--- src/rtl/router_port_arbiter.sv ---
// ---------------------------------------------------------------------------
// router_port_arbiter
//
// Shares one router output port among NUM_REQ requesters (0 = local NI,
// 1 = north, 2 = south, 3 = east, 4 = west). A round-robin arbiter picks one
// valid requester per cycle and the winning packet is captured in a
// single-entry output register. Simultaneous packets aimed at the same port
// are serialised instead of being OR-combined into garbage.
//
// Ports
//   i_clk     : clock
//   i_arst_n  : asynchronous active-low reset; deassertion is expected to be
//               synchronous to i_clk (done by the reset controller upstream)
//   i_valid   : per-requester packet valid
//   i_packet  : flattened packets, requester k at [k*PACKET_WIDTH +: PACKET_WIDTH]
//   o_ready   : per-requester accept (combinational, at most one bit set)
//   o_valid   : output register holds a packet
//   o_packet  : registered output packet
//   i_ready   : downstream accepts o_packet this cycle
//   o_grant   : one-hot of the requester whose packet sits in the register,
//               all zeros when the register is empty
// ---------------------------------------------------------------------------

package pa_noc;
  // Width of one APB-over-NoC packet as carried between routers.
  localparam int APB_PACKET_WIDTH = 64;
endpackage

module router_port_arbiter #(
  parameter int NUM_REQ = 5
) (
  input  logic                                        i_clk,
  input  logic                                        i_arst_n,
  input  logic [NUM_REQ-1:0]                          i_valid,
  input  logic [NUM_REQ*pa_noc::APB_PACKET_WIDTH-1:0] i_packet,
  output logic [NUM_REQ-1:0]                          o_ready,
  output logic                                        o_valid,
  output logic [pa_noc::APB_PACKET_WIDTH-1:0]         o_packet,
  input  logic                                        i_ready,
  output logic [NUM_REQ-1:0]                          o_grant
);

  localparam int PACKET_WIDTH = pa_noc::APB_PACKET_WIDTH;
  localparam int PTR_W        = (NUM_REQ > 1) ? $clog2(NUM_REQ) : 1;
  localparam logic [PTR_W-1:0] LAST_IDX = PTR_W'(NUM_REQ - 1);

  typedef enum logic {
    EMPTY = 1'b0,
    FULL  = 1'b1
  } state_e;

  state_e                    state_q;
  state_e                    state_d;

  logic [PTR_W-1:0]          prioPtr_q;
  logic [PTR_W-1:0]          prioPtr_d;
  logic [PACKET_WIDTH-1:0]   packet_q;
  logic [PACKET_WIDTH-1:0]   packet_d;
  logic [NUM_REQ-1:0]        grant_q;
  logic [NUM_REQ-1:0]        grant_d;

  logic [NUM_REQ-1:0]        sel;
  logic [PTR_W-1:0]          winIdx;
  logic                      winFound;
  int                        scanIdx;
  logic [PACKET_WIDTH-1:0]   winPacket;
  logic                      canLoad;
  logic                      xferIn;
  logic                      xferOut;

  // Round-robin scan: start at the priority pointer and walk upwards,
  // wrapping from NUM_REQ-1 back to 0. The first valid requester wins.
  always_comb begin
    sel      = '0;
    winIdx   = '0;
    winFound = 1'b0;
    scanIdx  = 0;
    for (int off = 0; off < NUM_REQ; off++) begin
      scanIdx = int'(prioPtr_q) + off;
      if (scanIdx >= NUM_REQ) begin
        scanIdx = scanIdx - NUM_REQ;
      end
      if (!winFound && i_valid[scanIdx]) begin
        winFound     = 1'b1;
        sel[scanIdx] = 1'b1;
        winIdx       = PTR_W'(scanIdx);
      end
    end
  end

  // Winner packet select as a one-hot AND-OR; sel is never multi-hot, so
  // this is equivalent to an indexed mux without a variable part-select.
  always_comb begin
    winPacket = '0;
    for (int k = 0; k < NUM_REQ; k++) begin
      winPacket = winPacket
                | ({PACKET_WIDTH{sel[k]}} & i_packet[k*PACKET_WIDTH +: PACKET_WIDTH]);
    end
  end

  // FSM state register. EMPTY/FULL mirrors whether the output register
  // currently holds a packet.
  always_ff @(posedge i_clk or negedge i_arst_n) begin
    if (!i_arst_n) begin
      state_q <= EMPTY;
    end else begin
      state_q <= state_d;
    end
  end

  // FSM next state. A new packet always wins over a drain so that a
  // simultaneous out+in keeps the register full (one packet per cycle).
  always_comb begin
    state_d = state_q;
    if (xferIn) begin
      state_d = FULL;
    end else if (xferOut) begin
      state_d = EMPTY;
    end
  end

  // FSM outputs and handshake. The register may load when it is empty or
  // being drained this cycle. o_ready is forced low while reset is held so
  // no requester believes a packet was taken during reset.
  always_comb begin
    o_valid = (state_q == FULL);
    canLoad = !o_valid || i_ready;
    o_ready = '0;
    if (i_arst_n && canLoad) begin
      o_ready = sel;
    end
    xferIn  = |(o_ready & i_valid);
    xferOut = o_valid && i_ready;
  end

  // Datapath next values. The pointer only moves on a transfer in, to the
  // slot just after the winner, so a stalled cycle never reshuffles priority.
  // On a drain without reload the packet is left as-is; only the grant
  // clears to show the register is empty.
  always_comb begin
    packet_d  = packet_q;
    grant_d   = grant_q;
    prioPtr_d = prioPtr_q;
    if (xferIn) begin
      packet_d = winPacket;
      grant_d  = sel;
      if (winIdx == LAST_IDX) begin
        prioPtr_d = '0;
      end else begin
        prioPtr_d = winIdx + PTR_W'(1);
      end
    end else if (xferOut) begin
      grant_d = '0;
    end
  end

  // Datapath registers. Reset discards any buffered packet and returns the
  // priority to requester 0.
  always_ff @(posedge i_clk or negedge i_arst_n) begin
    if (!i_arst_n) begin
      packet_q  <= '0;
      grant_q   <= '0;
      prioPtr_q <= '0;
    end else begin
      packet_q  <= packet_d;
      grant_q   <= grant_d;
      prioPtr_q <= prioPtr_d;
    end
  end

  assign o_packet = packet_q;
  assign o_grant  = grant_q;

endmodule

--- config.mk ---
export PLATFORM = sky130hd
export DESIGN_NAME = router_port_arbiter
export DESIGN_NICKNAME = d
export VERILOG_FILES = /design/src/rtl/router_port_arbiter.sv
export SDC_FILE = /design/constraint.sdc
export NUM_CORES = 1
export LEC_CHECK = 0
export ABC_AREA = 0
export CORE_AREA = 2 2 156 158
export DETAILED_ROUTE_END_ITERATION = 10
export DIE_AREA = 0 0 158 160
export PLACE_DENSITY = 0.7
export SKIP_CTS_REPAIR_TIMING = 1
export SLEW_MARGIN = 20
export SYNTH_ARGS = -nofsm -noshare
export SYNTH_HDL_FRONTEND = slang
export SYNTH_SLANG_ARGS = --single-unit
--- constraint.sdc ---
create_clock -name i_clk -period 6.4 [get_ports i_clk]
set_input_delay 0.64 -clock i_clk [delete_from_list [all_inputs] [get_ports i_clk]]
set_output_delay 0.64 -clock i_clk [all_outputs]
set_load 0.02 [all_outputs]
==> insert_results.sql <==
INSERT INTO impl_metrics (metric_group, metric, value, unit) VALUES
('synthesis', 'yosys_register_bits', '73', ''),
('critical_path', 'worstPathCellList', 'inv_1 -> ha_1 -> inv_1 -> a32oi_1 -> o32ai_1 -> or2_0 -> and3_1 -> nor4b_1 -> a221o_1 -> a21o_2 -> nor2b_1 -> clkdlybuf4s50_1', ''),
('timing', 'final.min_clock_period', '5.769', 'ns'),
('final_layout', 'nets', '1377', ''),
('critical_path', 'cp_common_cell', 'sky130_fd_sc_hd__inv_1', ''),
('timing', 'setup_viol_count_final', '0', ''),
('final_layout', 'syn_to_final_growth', '69.85', '%'),
('cts', 'clock_path_buffers', '2', ''),
('timing', 'rsz0062_at_grt', 'false', ''),
('synthesis', 'number_of_flops_mapped_to_enable_cells_by_yosys', '0', ''),
('grt', 'pin_count_of_the_biggest_net_entering_global_routing', '65', ''),
('cts', 'cts_made_buffers', '9', ''),
('routing', 'wire_per_inst', '23.21', 'um'),
('synthesis', 'netlist.area_leader.share', '27.83', '%'),
('synthesis', 'synth_seq_area_share', '27.83', '%'),
('critical_path', 'setup.reg_to_reg.worst_slack', '1.11', 'ns'),
('synthesis', 'syn_area', '6565', 'um2'),
('timing', 'clock-skew-final', '0.02198', 'ns'),
('critical_path', 'critical_path.endpoint_type', 'output port', ''),
('timing', 'timing.slew.headroom', '37.17', '%'),
('synthesis', 'synthFlopType', 'sky130_fd_sc_hd__dfrtp_1', ''),
('critical_path', 'critPathLaunchType', 'flop', ''),
('critical_path', 'critPathSlowestCell', 'sky130_fd_sc_hd__clkdlybuf4s50_1', ''),
('floorplanning', 'x_dimension_of_the_die', '158', 'um'),
('final_layout', 'mostFrequentLayoutCell', 'sky130_fd_sc_hd__clkdlybuf4s50_1', ''),
('critical_path', 'worst-path-max-fanout', '26', ''),
('timing', 'tightestPinTransition', '0.9425', 'ns'),
('cts', 'cts_root_buf', 'sky130_fd_sc_hd__clkbuf_16', ''),
('critical_path', 'worstPathRequired', '5.76', 'ns'),
('final_layout', 'diodes', '0', ''),
('floorplanning', 'core', '23820', 'um2'),
('synthesis', 'netlist_instances', '675', ''),
('timing', 'min_period_over_period', '90.14', '%'),
('final_layout', 'final_cell_mix', '401 x sky130_fd_sc_hd__clkdlybuf4s50_1, 131 x sky130_fd_sc_hd__a221o_1, 73 x sky130_fd_sc_hd__dfrtp_1, 67 x sky130_fd_sc_hd__a21boi_0, 54 x sky130_fd_sc_hd__mux2_2', ''),
('final_layout', 'multi_input_comb_area', '4403', 'um2'),
('routing', 'dr_total_vias', '7599', ''),
('synthesis', 'synth.area.top_cells', 'sky130_fd_sc_hd__dfrtp_1 28%, sky130_fd_sc_hd__a221o_1 20%, sky130_fd_sc_hd__mux2_2 9.3%, sky130_fd_sc_hd__a21boi_0 7.7%, sky130_fd_sc_hd__ha_1 2.7%', ''),
('final_layout', 'final-seq-area', '1827', 'um2'),
('routing', 'detail_route.first_pass.iterations', '5', ''),
('routing', 'detail_route.vias_per_cell', '5.579', ''),
('critical_path', 'critPathArrivalTime', '5.13', 'ns'),
('placement', 'place_ws', '1.086', 'ns'),
('grt', 'number_of_antenna_violations_at_the_first_check_in_global_routing', '1', ''),
('synthesis', 'syn-num-nets', '1018', ''),
('floorplanning', 'initial_standard_cell_utilization_of_the_core', '27.56', '%'),
('cts', 'worst_skew_pair.late_latency', '0.35', 'ns'),
('routing', 'starting_drc_count_in_detailed_routing', '667', ''),
('floorplanning', 'die_area', '25280', 'um2'),
('min_path', 'worstHoldPathType', 'in2async', ''),
('timing', 'max_freq', '173.3', 'MHz'),
('final_layout', 'num-fill-cells', '2331', ''),
('grt', 'grt_first_pass_wirelength', '46.14', 'mm'),
('status', 'outcome', 'finished, final reports clean', ''),
('cts', 'h_tree_depth_reported_by_cts', '3', ''),
('synthesis', 'ys_types', '76', ''),
('grt', 'globalRouteTotalUtil', '24.18', '%'),
('cts', 'clk_pin_slew', '0.08', 'ns'),
('floorplanning', 'die_height', '160', 'um'),
('timing', 'maxSlewViolCount', '0', ''),
('floorplanning', 'core.rowCount', '57', ''),
('floorplanning', 'io-pin-count', '403', ''),
('synthesis', 'mean_syn_cell_area', '9.726', 'um2'),
('routing', 'drtAntennaViolNets', '0', ''),
('flow_run', 'maxCapViolCount', '0', ''),
('routing', 'drt_wl_total', '31.61', 'mm'),
('final_layout', 'drive_above_1_share', '10.40', '%'),
('synthesis', 'fraction_of_synthesis_flops_using_an_asynchronous_set_or_reset_pin', '100.0', '%'),
('cts', 'clock_sink_count', '73', ''),
('placement', 'total_half_perimeter_wirelength_after_legalization_and_detailed_placement', '24.82', 'mm'),
('synthesis', 'yosys_warnings', '0', ''),
('placement', 'routabilityCongestion', '0.9191', '');
[cell usage after synthesis (7+ instances only)]
cell / n
sky130_fd_sc_hd__mux2_2: 54
sky130_fd_sc_hd__clkbuf_1: 29
sky130_fd_sc_hd__ha_1: 14
sky130_fd_sc_hd__nor3_1: 7
sky130_fd_sc_hd__buf_2: 26
sky130_fd_sc_hd__buf_4: 7
sky130_fd_sc_hd__dfrtp_1: 73
sky130_fd_sc_hd__nor2b_1: 18
sky130_fd_sc_hd__mux2i_1: 15
sky130_fd_sc_hd__a221o_1: 131
sky130_fd_sc_hd__nand2_1: 24
sky130_fd_sc_hd__mux2_1: 11
sky130_fd_sc_hd__a21boi_0: 67
sky130_fd_sc_hd__inv_1: 13
sky130_fd_sc_hd__a21oi_1: 20
sky130_fd_sc_hd__o21ai_0: 11
sky130_fd_sc_hd__nand2b_1: 7
sky130_fd_sc_hd__nor2_1: 26
[logic make-up (layout without fill, tap and decap cells)]
group	after synthesis	count (layout)	share of synthesized area (%)
AO/OA/AOI/OAI	307	307	40.18
AND/OR/NAND/NOR	112	112	9.015
buffers and inverters	84	447	5.927
multiplexers	80	80	13.44
flip-flops	73	73	27.83
adder cells (fa/ha/maj)	15	15	2.973
XOR/XNOR	4	4	0.6481
[sequential cells by signal (all words and copies together) (netlist names)]
name       flops
o_valid        1
o_packet      64
o_grant        5
prioPtr_q      3
[metal layers]
metal  part of all wire [%]  vias up  routed length, um  track usage (%)
li1                       -     3469                  -                -
met1                     40     3672              12710            30.13
met2                     49      403              15460            40.73
met3                    7.4       53               2339            5.455
met4                    3.4        2               1083            8.640
met5                  0.041        -                 13                0
[cell type report]
type | count | area share [%]
Tap cell | 324 | 3.636
Inverter | 14 | 0.4713
Multi-Input combinational cell | 518 | 39.49
Clock buffer | 9 | 2.020
Clock inverter | 6 | 0.7518
Timing Repair Buffer | 418 | 37.25
Sequential cell | 73 | 16.38
[through the flow]
stage          instances  util (%)  instance area (um2)
2_1_floorplan        675         -                 6565
3_3_place_gp        1347     45.51                10840
3_5_place_dp        1347     45.51                10840
4_1_cts             1362     46.81                11150
5_1_grt             1362     46.81                11150
6_report            1362     46.81                11150
[worst register-to-register path, cell delays in order, from the launching register on]
cell,delay (ns)
sky130_fd_sc_hd__dfrtp_1,0.38
sky130_fd_sc_hd__inv_1,0.29
sky130_fd_sc_hd__ha_1,0.62
sky130_fd_sc_hd__inv_1,0.38
sky130_fd_sc_hd__a32oi_1,0.14
sky130_fd_sc_hd__o32ai_1,0.38
sky130_fd_sc_hd__or2_0,0.33
sky130_fd_sc_hd__and3_1,0.46
sky130_fd_sc_hd__nand3_1,0.30
sky130_fd_sc_hd__o211ai_4,0.57
sky130_fd_sc_hd__buf_4,0.62
sky130_fd_sc_hd__a221o_1,0.34
sky130_fd_sc_hd__a221o_1,0.21
sky130_fd_sc_hd__mux2_2,0.19
[final timing paths]
check | startpoint | end | cells after the start
setup reg to reg | prioPtr_q[1]$_DFFE_PN0P_ | o_packet[27]$_DFFE_PN0P_ | 13
max in group asynchronous | i_arst_n | o_packet[25]$_DFFE_PN0P_ | 2
hold / removal | i_arst_n | o_packet[37]$_DFFE_PN0P_ | 1
min in group i_clk | o_packet[10]$_DFFE_PN0P_ | o_packet[10]$_DFFE_PN0P_ | 1
hold reg to reg | o_packet[10]$_DFFE_PN0P_ | o_packet[10]$_DFFE_PN0P_ | 1
setup / recovery | prioPtr_q[1]$_DFFE_PN0P_ | o_ready[0] | 12
Power is left out: the tool's default activity adds up to more than one toggle a clock period on the data nets, which glitch-free logic cannot reach.
